`src/rtl/ifu_iccm_dma_arb_if.sv`:
```
// ifu_iccm_dma_arb_if: DMA request/response and ICCM port bundle for the ICCM DMA arbiter
//   slave  : arbiter view (takes DMA request, fetch status, ICCM read data; drives ready, ICCM strobes, responses, stall)
//   master : environment view (DMA slave, fetch control and ICCM model)
interface ifu_iccm_dma_arb_if;
    logic        dma_access_ok;
    logic        dma_req_valid;
    logic        dma_req_ready;
    logic        dma_req_write;
    logic [31:0] dma_req_addr;
    logic [63:0] dma_req_wdata;
    logic        iccm_dma_rden;
    logic        iccm_dma_wren;
    logic [31:0] iccm_dma_addr;
    logic [63:0] iccm_dma_wdata;
    logic [63:0] iccm_rd_data;
    logic        dma_rsp_valid;
    logic [63:0] dma_rsp_data;
    logic        dma_rsp_err;
    logic        dma_wr_err;
    logic        dma_iccm_stall_any;
    modport slave (
        input  dma_access_ok, dma_req_valid, dma_req_write, dma_req_addr, dma_req_wdata, iccm_rd_data,
        output dma_req_ready, iccm_dma_rden, iccm_dma_wren, iccm_dma_addr, iccm_dma_wdata,
               dma_rsp_valid, dma_rsp_data, dma_rsp_err, dma_wr_err, dma_iccm_stall_any
    );
    modport master (
        output dma_access_ok, dma_req_valid, dma_req_write, dma_req_addr, dma_req_wdata, iccm_rd_data,
        input  dma_req_ready, iccm_dma_rden, iccm_dma_wren, iccm_dma_addr, iccm_dma_wdata,
               dma_rsp_valid, dma_rsp_data, dma_rsp_err, dma_wr_err, dma_iccm_stall_any
    );
endinterface

```
`src/rtl/ifu_iccm_dma_arb.sv`:
```
// ifu_iccm_dma_arb: shares the ICCM port between fetch and DMA, with starvation-driven fetch stall
//   clk : core clock
//   rst : synchronous active-high reset
//   bus : ifu_iccm_dma_arb_if.slave (DMA request/response, ICCM strobes, fetch status and stall)
module ifu_iccm_dma_arb #(
    parameter int unsigned STARVE_MAX = 15,
    parameter logic [31:0] ICCM_SADR  = 32'hEE00_0000,
    parameter logic [31:0] ICCM_SIZE  = 32'h0001_0000
) (
    input  logic                  clk,
    input  logic                  rst,
    ifu_iccm_dma_arb_if.slave     bus
);
    typedef enum logic [1:0] {IDLE, RDWAIT, ERRWAIT} state_t;
    state_t      state_q;
    logic [3:0]  cnt_q;
    logic        rsp_valid_q, rsp_err_q, wr_err_q, stall_q;
    logic [63:0] rsp_data_q;
    logic        in_range, ready, accept, blocked;
    always_comb begin
        in_range = (bus.dma_req_addr & ~(ICCM_SIZE - 32'd1)) == ICCM_SADR;
        // out-of-range requests never reach the ICCM, so they need no fetch permission
        ready    = ~rst & (state_q == IDLE) & (bus.dma_access_ok | ~in_range);
        accept   = bus.dma_req_valid & ready;
        blocked  = (state_q == IDLE) & bus.dma_req_valid & ~ready;
    end
    assign bus.dma_req_ready      = ready;
    assign bus.iccm_dma_rden      = accept & ~bus.dma_req_write & in_range;
    assign bus.iccm_dma_wren      = accept & bus.dma_req_write & in_range;
    assign bus.iccm_dma_addr      = bus.dma_req_addr;
    assign bus.iccm_dma_wdata     = bus.dma_req_wdata;
    assign bus.dma_rsp_valid      = rsp_valid_q;
    assign bus.dma_rsp_data       = rsp_data_q;
    assign bus.dma_rsp_err        = rsp_err_q;
    assign bus.dma_wr_err         = wr_err_q;
    assign bus.dma_iccm_stall_any = stall_q;
    always_ff @(posedge clk) begin
        if (rst) begin
            state_q     <= IDLE;
            cnt_q       <= 4'd0;
            rsp_valid_q <= 1'b0;
            rsp_err_q   <= 1'b0;
            rsp_data_q  <= 64'd0;
            wr_err_q    <= 1'b0;
            stall_q     <= 1'b0;
        end else begin
            state_q     <= (state_q != IDLE) ? IDLE :
                           (accept & ~bus.dma_req_write) ? (in_range ? RDWAIT : ERRWAIT) : IDLE;
            rsp_valid_q <= state_q != IDLE;
            rsp_err_q   <= state_q == ERRWAIT;
            rsp_data_q  <= (state_q == RDWAIT) ? bus.iccm_rd_data :
                           (state_q == ERRWAIT) ? 64'd0 : rsp_data_q;
            wr_err_q    <= accept & bus.dma_req_write & ~in_range;
            cnt_q       <= (accept | ~bus.dma_req_valid) ? 4'd0 :
                           (blocked & (cnt_q != 4'(STARVE_MAX))) ? cnt_q + 4'd1 : cnt_q;
            // stall is sticky until the waiting request is granted or withdrawn
            stall_q     <= (accept | ~bus.dma_req_valid) ? 1'b0 :
                           stall_q | (blocked & (cnt_q == 4'(STARVE_MAX)));
        end
    end
endmodule

```
`src/flat_wrapper.sv`:
```
// flat-port wrapper written by rule: the top's interface ports become plain ports
module ifu_iccm_dma_arb_flat 
#(
    parameter int unsigned STARVE_MAX = 15,
    parameter logic [31:0] ICCM_SADR  = 32'hEE00_0000,
    parameter logic [31:0] ICCM_SIZE  = 32'h0001_0000
)
  (clk, rst, bus_dma_access_ok, bus_dma_req_valid, bus_dma_req_write, bus_dma_req_addr, bus_dma_req_wdata, bus_iccm_rd_data, bus_dma_req_ready, bus_iccm_dma_rden, bus_iccm_dma_wren, bus_iccm_dma_addr, bus_iccm_dma_wdata, bus_dma_rsp_valid, bus_dma_rsp_data, bus_dma_rsp_err, bus_dma_wr_err, bus_dma_iccm_stall_any);
  ifu_iccm_dma_arb_if bus_i ();
  input  logic clk;
  input  logic rst;
  input wire logic [$bits(bus_i.dma_access_ok)-1:0] bus_dma_access_ok;
  input wire logic [$bits(bus_i.dma_req_valid)-1:0] bus_dma_req_valid;
  input wire logic [$bits(bus_i.dma_req_write)-1:0] bus_dma_req_write;
  input wire logic [$bits(bus_i.dma_req_addr)-1:0] bus_dma_req_addr;
  input wire logic [$bits(bus_i.dma_req_wdata)-1:0] bus_dma_req_wdata;
  input wire logic [$bits(bus_i.iccm_rd_data)-1:0] bus_iccm_rd_data;
  output wire logic [$bits(bus_i.dma_req_ready)-1:0] bus_dma_req_ready;
  output wire logic [$bits(bus_i.iccm_dma_rden)-1:0] bus_iccm_dma_rden;
  output wire logic [$bits(bus_i.iccm_dma_wren)-1:0] bus_iccm_dma_wren;
  output wire logic [$bits(bus_i.iccm_dma_addr)-1:0] bus_iccm_dma_addr;
  output wire logic [$bits(bus_i.iccm_dma_wdata)-1:0] bus_iccm_dma_wdata;
  output wire logic [$bits(bus_i.dma_rsp_valid)-1:0] bus_dma_rsp_valid;
  output wire logic [$bits(bus_i.dma_rsp_data)-1:0] bus_dma_rsp_data;
  output wire logic [$bits(bus_i.dma_rsp_err)-1:0] bus_dma_rsp_err;
  output wire logic [$bits(bus_i.dma_wr_err)-1:0] bus_dma_wr_err;
  output wire logic [$bits(bus_i.dma_iccm_stall_any)-1:0] bus_dma_iccm_stall_any;
  assign bus_i.dma_access_ok = bus_dma_access_ok;
  assign bus_i.dma_req_valid = bus_dma_req_valid;
  assign bus_i.dma_req_write = bus_dma_req_write;
  assign bus_i.dma_req_addr = bus_dma_req_addr;
  assign bus_i.dma_req_wdata = bus_dma_req_wdata;
  assign bus_i.iccm_rd_data = bus_iccm_rd_data;
  assign bus_dma_req_ready = bus_i.dma_req_ready;
  assign bus_iccm_dma_rden = bus_i.iccm_dma_rden;
  assign bus_iccm_dma_wren = bus_i.iccm_dma_wren;
  assign bus_iccm_dma_addr = bus_i.iccm_dma_addr;
  assign bus_iccm_dma_wdata = bus_i.iccm_dma_wdata;
  assign bus_dma_rsp_valid = bus_i.dma_rsp_valid;
  assign bus_dma_rsp_data = bus_i.dma_rsp_data;
  assign bus_dma_rsp_err = bus_i.dma_rsp_err;
  assign bus_dma_wr_err = bus_i.dma_wr_err;
  assign bus_dma_iccm_stall_any = bus_i.dma_iccm_stall_any;
  ifu_iccm_dma_arb #(.STARVE_MAX(STARVE_MAX), .ICCM_SADR(ICCM_SADR), .ICCM_SIZE(ICCM_SIZE)) u_core (.clk(clk), .rst(rst), .bus(bus_i));
endmodule
```
`config.mk`:
```
export PLATFORM = sky130hd
export DESIGN_NAME = ifu_iccm_dma_arb_flat
export DESIGN_NICKNAME = d
export VERILOG_FILES = /design/src/rtl/ifu_iccm_dma_arb_if.sv /design/src/rtl/ifu_iccm_dma_arb.sv /design/src/flat_wrapper.sv
export SDC_FILE = /design/constraint.sdc
export NUM_CORES = 1
export LEC_CHECK = 0
export BUFFER_PORTS_ARGS = -buffer_cell sky130_fd_sc_hd__clkbuf_2
export CORE_AREA = 2 2 127 129
export DETAILED_ROUTE_END_ITERATION = 10
export DIE_AREA = 0 0 129 131
export SLEW_MARGIN = 20
export SYNTH_ARGS = -nofsm -noshare
export SYNTH_HDL_FRONTEND = slang
export SYNTH_SLANG_ARGS = --single-unit
```
`constraint.sdc`:
```
create_clock -name clk -period 5.05 [get_ports clk]
set_clock_uncertainty 0.2 [all_clocks]
set_input_delay 0.505 -clock clk [delete_from_list [all_inputs] [get_ports clk]]
set_output_delay 0.505 -clock clk [all_outputs]
set_load 0.05 [all_outputs]
```
==> After elaboration in Yosys (flattened, before gate mapping) <==
Index checks and enable logic that the tools add are counted.
{ "op_classes": {"addsub": 1, "eq_ne": 5, "mux": 3, "bitwise_logic": 21, "reduce_logical": 5} }
{ "ops": {"columns": ["op", "count"], "rows": [
  ["$mux 64", 2],
  ["$eq 16x16->1 const B", 1],
  ["$and 1x1->1", 12],
  ["$not 1->1", 6],
  ["$add 4x1->4 const B", 1],
  ["$eq 4x4->1 const B", 1],
  ["$ne 4x4->1 const B", 1],
  ["$reduce_bool 2->1", 2],
  ["$or 1x1->1", 3],
  ["$reduce_or 3->1", 1],
  ["$eq 2x1->1 const B", 1],
  ["$eq 2x2->1 const B", 1],
  ["$logic_not 2->1", 1],
  ["$mux 2", 1],
  ["$reduce_or 2->1", 1]
]} }
{ "totals": {"reg_bits": 74, "input_bits": 165, "out_inout_bits": 167, "wordCells": 42} }

==> Logic depth before layout (Yosys ltp) <==
{ "depth": {"word_depth": 8, "mapped_depth": 7, "depth_no_buf": 6} }

==> Worst setup path before layout <==
No wires, ideal clock.
{ "synth_timing": {"kind": "input to output", "startpoint": "input bus_dma_req_addr[21]", "endpoint": "output bus_iccm_dma_rden", "arrival_time_ns": 2.698, "required_time_ns": 4.345, "setup_slack_ns": 1.647, "cell_stages": 5, "path_buffers": 1, "cell_sequence": "or4_4 nor4_4 buf_6 nand2_1 nor3_1"} }
{ "synth_between": {"elab_chain_len": 7} }
{ "synth_lines": {"columns": ["element", "line_no", "text"], "rows": [
  ["start, declared", "flat_wrapper.sv:15", "input wire logic [$bits(bus_i.dma_req_addr)-1:0] bus_dma_req_addr;"],
  ["$eq 16x16->1 *", "ifu_iccm_dma_arb.sv:21", "in_range = (bus.dma_req_addr & ~(ICCM_SIZE - 32'd1)) == ICCM_SADR;"],
  ["$not 1->1", "ifu_iccm_dma_arb.sv:23", "ready = ~rst & (state_q == IDLE) & (bus.dma_access_ok | ~in_range);"],
  ["$or 1x1->1", "ifu_iccm_dma_arb.sv:23", null],
  ["$and 1x1->1", "ifu_iccm_dma_arb.sv:23", null],
  ["$and 1x1->1", "ifu_iccm_dma_arb.sv:24", "accept = bus.dma_req_valid & ready;"],
  ["$and 1x1->1", "ifu_iccm_dma_arb.sv:28", "assign bus.iccm_dma_rden = accept & ~bus.dma_req_write & in_range;"],
  ["$and 1x1->1 *", "ifu_iccm_dma_arb.sv:28", null],
  ["end, declared", "flat_wrapper.sv:19", "output wire logic [$bits(bus_i.iccm_dma_rden)-1:0] bus_iccm_dma_rden;"]
]} }
Every way passes the cells marked *; elsewhere a longest branch is shown, timed or not.

==> Worst setup path after layout <==
Ends and elaborated chain as after synthesis.

==> reports/results.ini <==
[run_status]
status = completed

[worst_setup_path]
slowest_stage = nor4_4
end_kind = output pin
cpMostUsedCell = clkbuf_2
crit_fanout = 12
cp-start-kind = input pin
crit_family = simple AND/OR/NAND/NOR gates
crit_chain = clkbuf_2 -> or4_4 -> nor4_4 -> nand2_1 -> nor3_1 -> clkbuf_2
slowest_delay_ns = 0.62
worstPathRequired_ns = 4.35
path_class = input pin to output pin
arrival_ns = 2.42
crit_buf_inv = 2

[sta]
max_freq_ghz = 0.320
min_period_ns = 3.12
worst_pin_slew_ns = 0.740
slew_violations = 0
final.period_utilization = 0.618
relSlewSlack = 0.507
setup_tns_ns = 0
hold_viol = 0
finalSetupViolCount = 0
hold_ws_ns = 0.184
rsz0062_at_grt = no

[synth]
netlist.top_cell.by_area = dfxtp_1
synthCells = 448
ys_types = 33
ys_dominant_reg_cell = dfxtp_1
synth_nets = 617
avgSynthCellArea_um2 = 8.21
yosysTopAreaCellShare = 0.403
synth-edff-count = 0
synth_area_leaders = dfxtp_1, buf_4, nor2b_1
synth-seq-area-share = 0.403
ys_warn_count = 0
syn-cell-area_mm2 = 0.00368
yosys_register_bits = 74
async_reset_ff_frac = 0

[routing]
first_pass_iters = 4
vias = 2966
routed_wl_um = 9300
drc = 0
wl_per_cell_um = 12.7
drtIter0Drc = 104
viasPerCell = 4.04
ant_nets = 0

[clock_tree]
cts_max_level = 3
holdBufCountCts = 0
insertion_delay_ns = 0.33
cts_buffers = 9
cts_tree = done
clock_sinks = 74
clockBufferDepth = 2
ctsResizeCount = 0
clk_pin_slew_ns = 0.07
clockRootBuffer = clkbuf_16
cts_setup_buffers = 0

[power]
p_leak_uw = 0.00206
power_density_mw_per_mm2 = 311
vdd_drop_max_uv = 127

[floorplanning]
start_util = 0.236
rows = 46
core_area_mm2 = 0.0156
dieWidth_um = 129
die_h_um = 131
pin_count = 332
die-area_mm2 = 0.0169

[grt]
grt_pass1_wl_um = 13700
grt_pass1_vias = 2671
antenna_found_initial = 0
track_usage = 0.107
grt_max_degree = 65
grt-ovfl-total = 0

[final_layout]
finalInstanceArea_mm2 = 0.00432
diodes = 0
utilization = 0.277
fill_cells = 1716
final_layout_size_suffix_gt1_frac = 0.382
fin_nets = 682
area_delta_synth_final_pct = 17.3
register_area_mm2 = 0.00148
multi_input_area_mm2 = 0.00137
layoutNonFillerInstCount = 734

[placed_design]
post-place-cells = 718
postPlaceCellArea_mm2 = 0.00401
place_hpwl_um = 6450
numPortBuffers = 171
gp_congestion = 0.715

[worst_hold_path]
hold_path_class = input pin to flop

[run]
maxCapViolations = 0

[routing by layer]
metal,vias to the layer above,routed length (µm),GRT usage
met2,140,4120,0.154
li1,1485,-,-
met4,0,389,0.0774
met3,36,840,0.0493
met1,1305,3950,0.124
met5,-,0,0
[state kept, by name, summed over array words and instances, names as in the netlist]
| register | flops |
|---|---|
| u_core.bus.dma_iccm_stall_any | 1 |
| u_core.bus.dma_rsp_data | 64 |
| u_core.bus.dma_rsp_err | 1 |
| u_core.bus.dma_rsp_valid | 1 |
| u_core.bus.dma_wr_err | 1 |
| u_core.cnt_q | 4 |
| u_core.state_q | 2 |
[path summary, 6_finish.rpt]
check / startpoint / to / slack [ns] / cells after the start
hold reg to reg: u_core.bus.dma_iccm_stall_any / u_core.bus.dma_iccm_stall_any / 0.29 / 2
hold / removal: bus_iccm_rd_data[23] / u_core.bus.dma_rsp_data[23] / 0.18 / 3
setup reg to reg: u_core.state_q[0] / u_core.bus.dma_rsp_data[41] / 2.77 / 6
setup / recovery: bus_dma_req_addr[21] / bus_iccm_dma_rden / 1.93 / 6
[through the flow]
step,power (µW),setup WS [ns]
4_1_cts,1370,1.92
2_1_floorplan,830,1.65
6_report,1340,1.93
5_1_grt,1400,1.82
3_5_place_dp,699,1.92
3_3_place_gp,699,1.90
[Yosys cell counts, types with 2 or more instances]
cell      number
inv_1          4
nand3_1        4
dfxtp_1       74
buf_4         96
a21oi_1       67
buf_1          3
ha_1           4
nor2_1        73
nand4_1        2
clkbuf_1      20
nor3_1         4
nor2b_1       68
nand4b_1       2
and3_1         2
nor3b_1        2
nand2_1        4
a31oi_1        2
or4_4          2
[final cells by class]
type / instances / share of cell area
multi-input cells: 250 / 0.317
clock inverters: 6 / 0.0151
inverters: 4 / 0.00348
well taps: 216 / 0.0626
repair buffers: 174 / 0.203
flip-flops and latches: 74 / 0.343
clock buffers: 10 / 0.0553
[where the power goes]
part	switching [µW]	internal [µW]	total, µW	leakage (µW)
Clock	260	397	657	0.000149
Combinational	65.3	34.2	99.4	0.00131
Sequential	0.394	585	585	0.000596
Total	326	1020	1340	0.00206
[logic make-up (layout without fill, tap and decap cells)]
group	after synthesis	count (layout)	synth area share
AOI/OAI and AO/OA	76	76	0.112
and+or+nand+nor	170	170	0.246
adders and majority gates	4	4	0.0136
DFF	74	74	0.403
buffers and inverters	124	194	0.226
[worst register-to-register path, delay by kind of cell (launching register included)]
kind,cells,cell delay [ns]
AOI/OAI and AO/OA,1,0.14
and+or+nand+nor,2,0.69
buffers and inverters,2,0.55
DFF,1,0.34
adders and majority gates,1,0.31
[placed cells by master (no fill, tap or decap), types with 2 or more instances in the layout]
| cell | n |
|---|---|
| nor2b_1 | 68 |
| dfxtp_1 | 74 |
| a21oi_1 | 67 |
| nand2_1 | 4 |
| nor2_1 | 73 |
| buf_4 | 3 |
| clkbuf_16 | 9 |
| or4_4 | 2 |
| and3_1 | 2 |
| nand4_1 | 2 |
| clkbuf_2 | 171 |
| ha_1 | 3 |
| nor3b_1 | 2 |
| nand4b_1 | 2 |
| nand3_1 | 4 |
| inv_1 | 4 |
| clkinv_2 | 2 |
| nor3_1 | 4 |
| a31oi_1 | 2 |
Power figures use the tool's default switching activity.
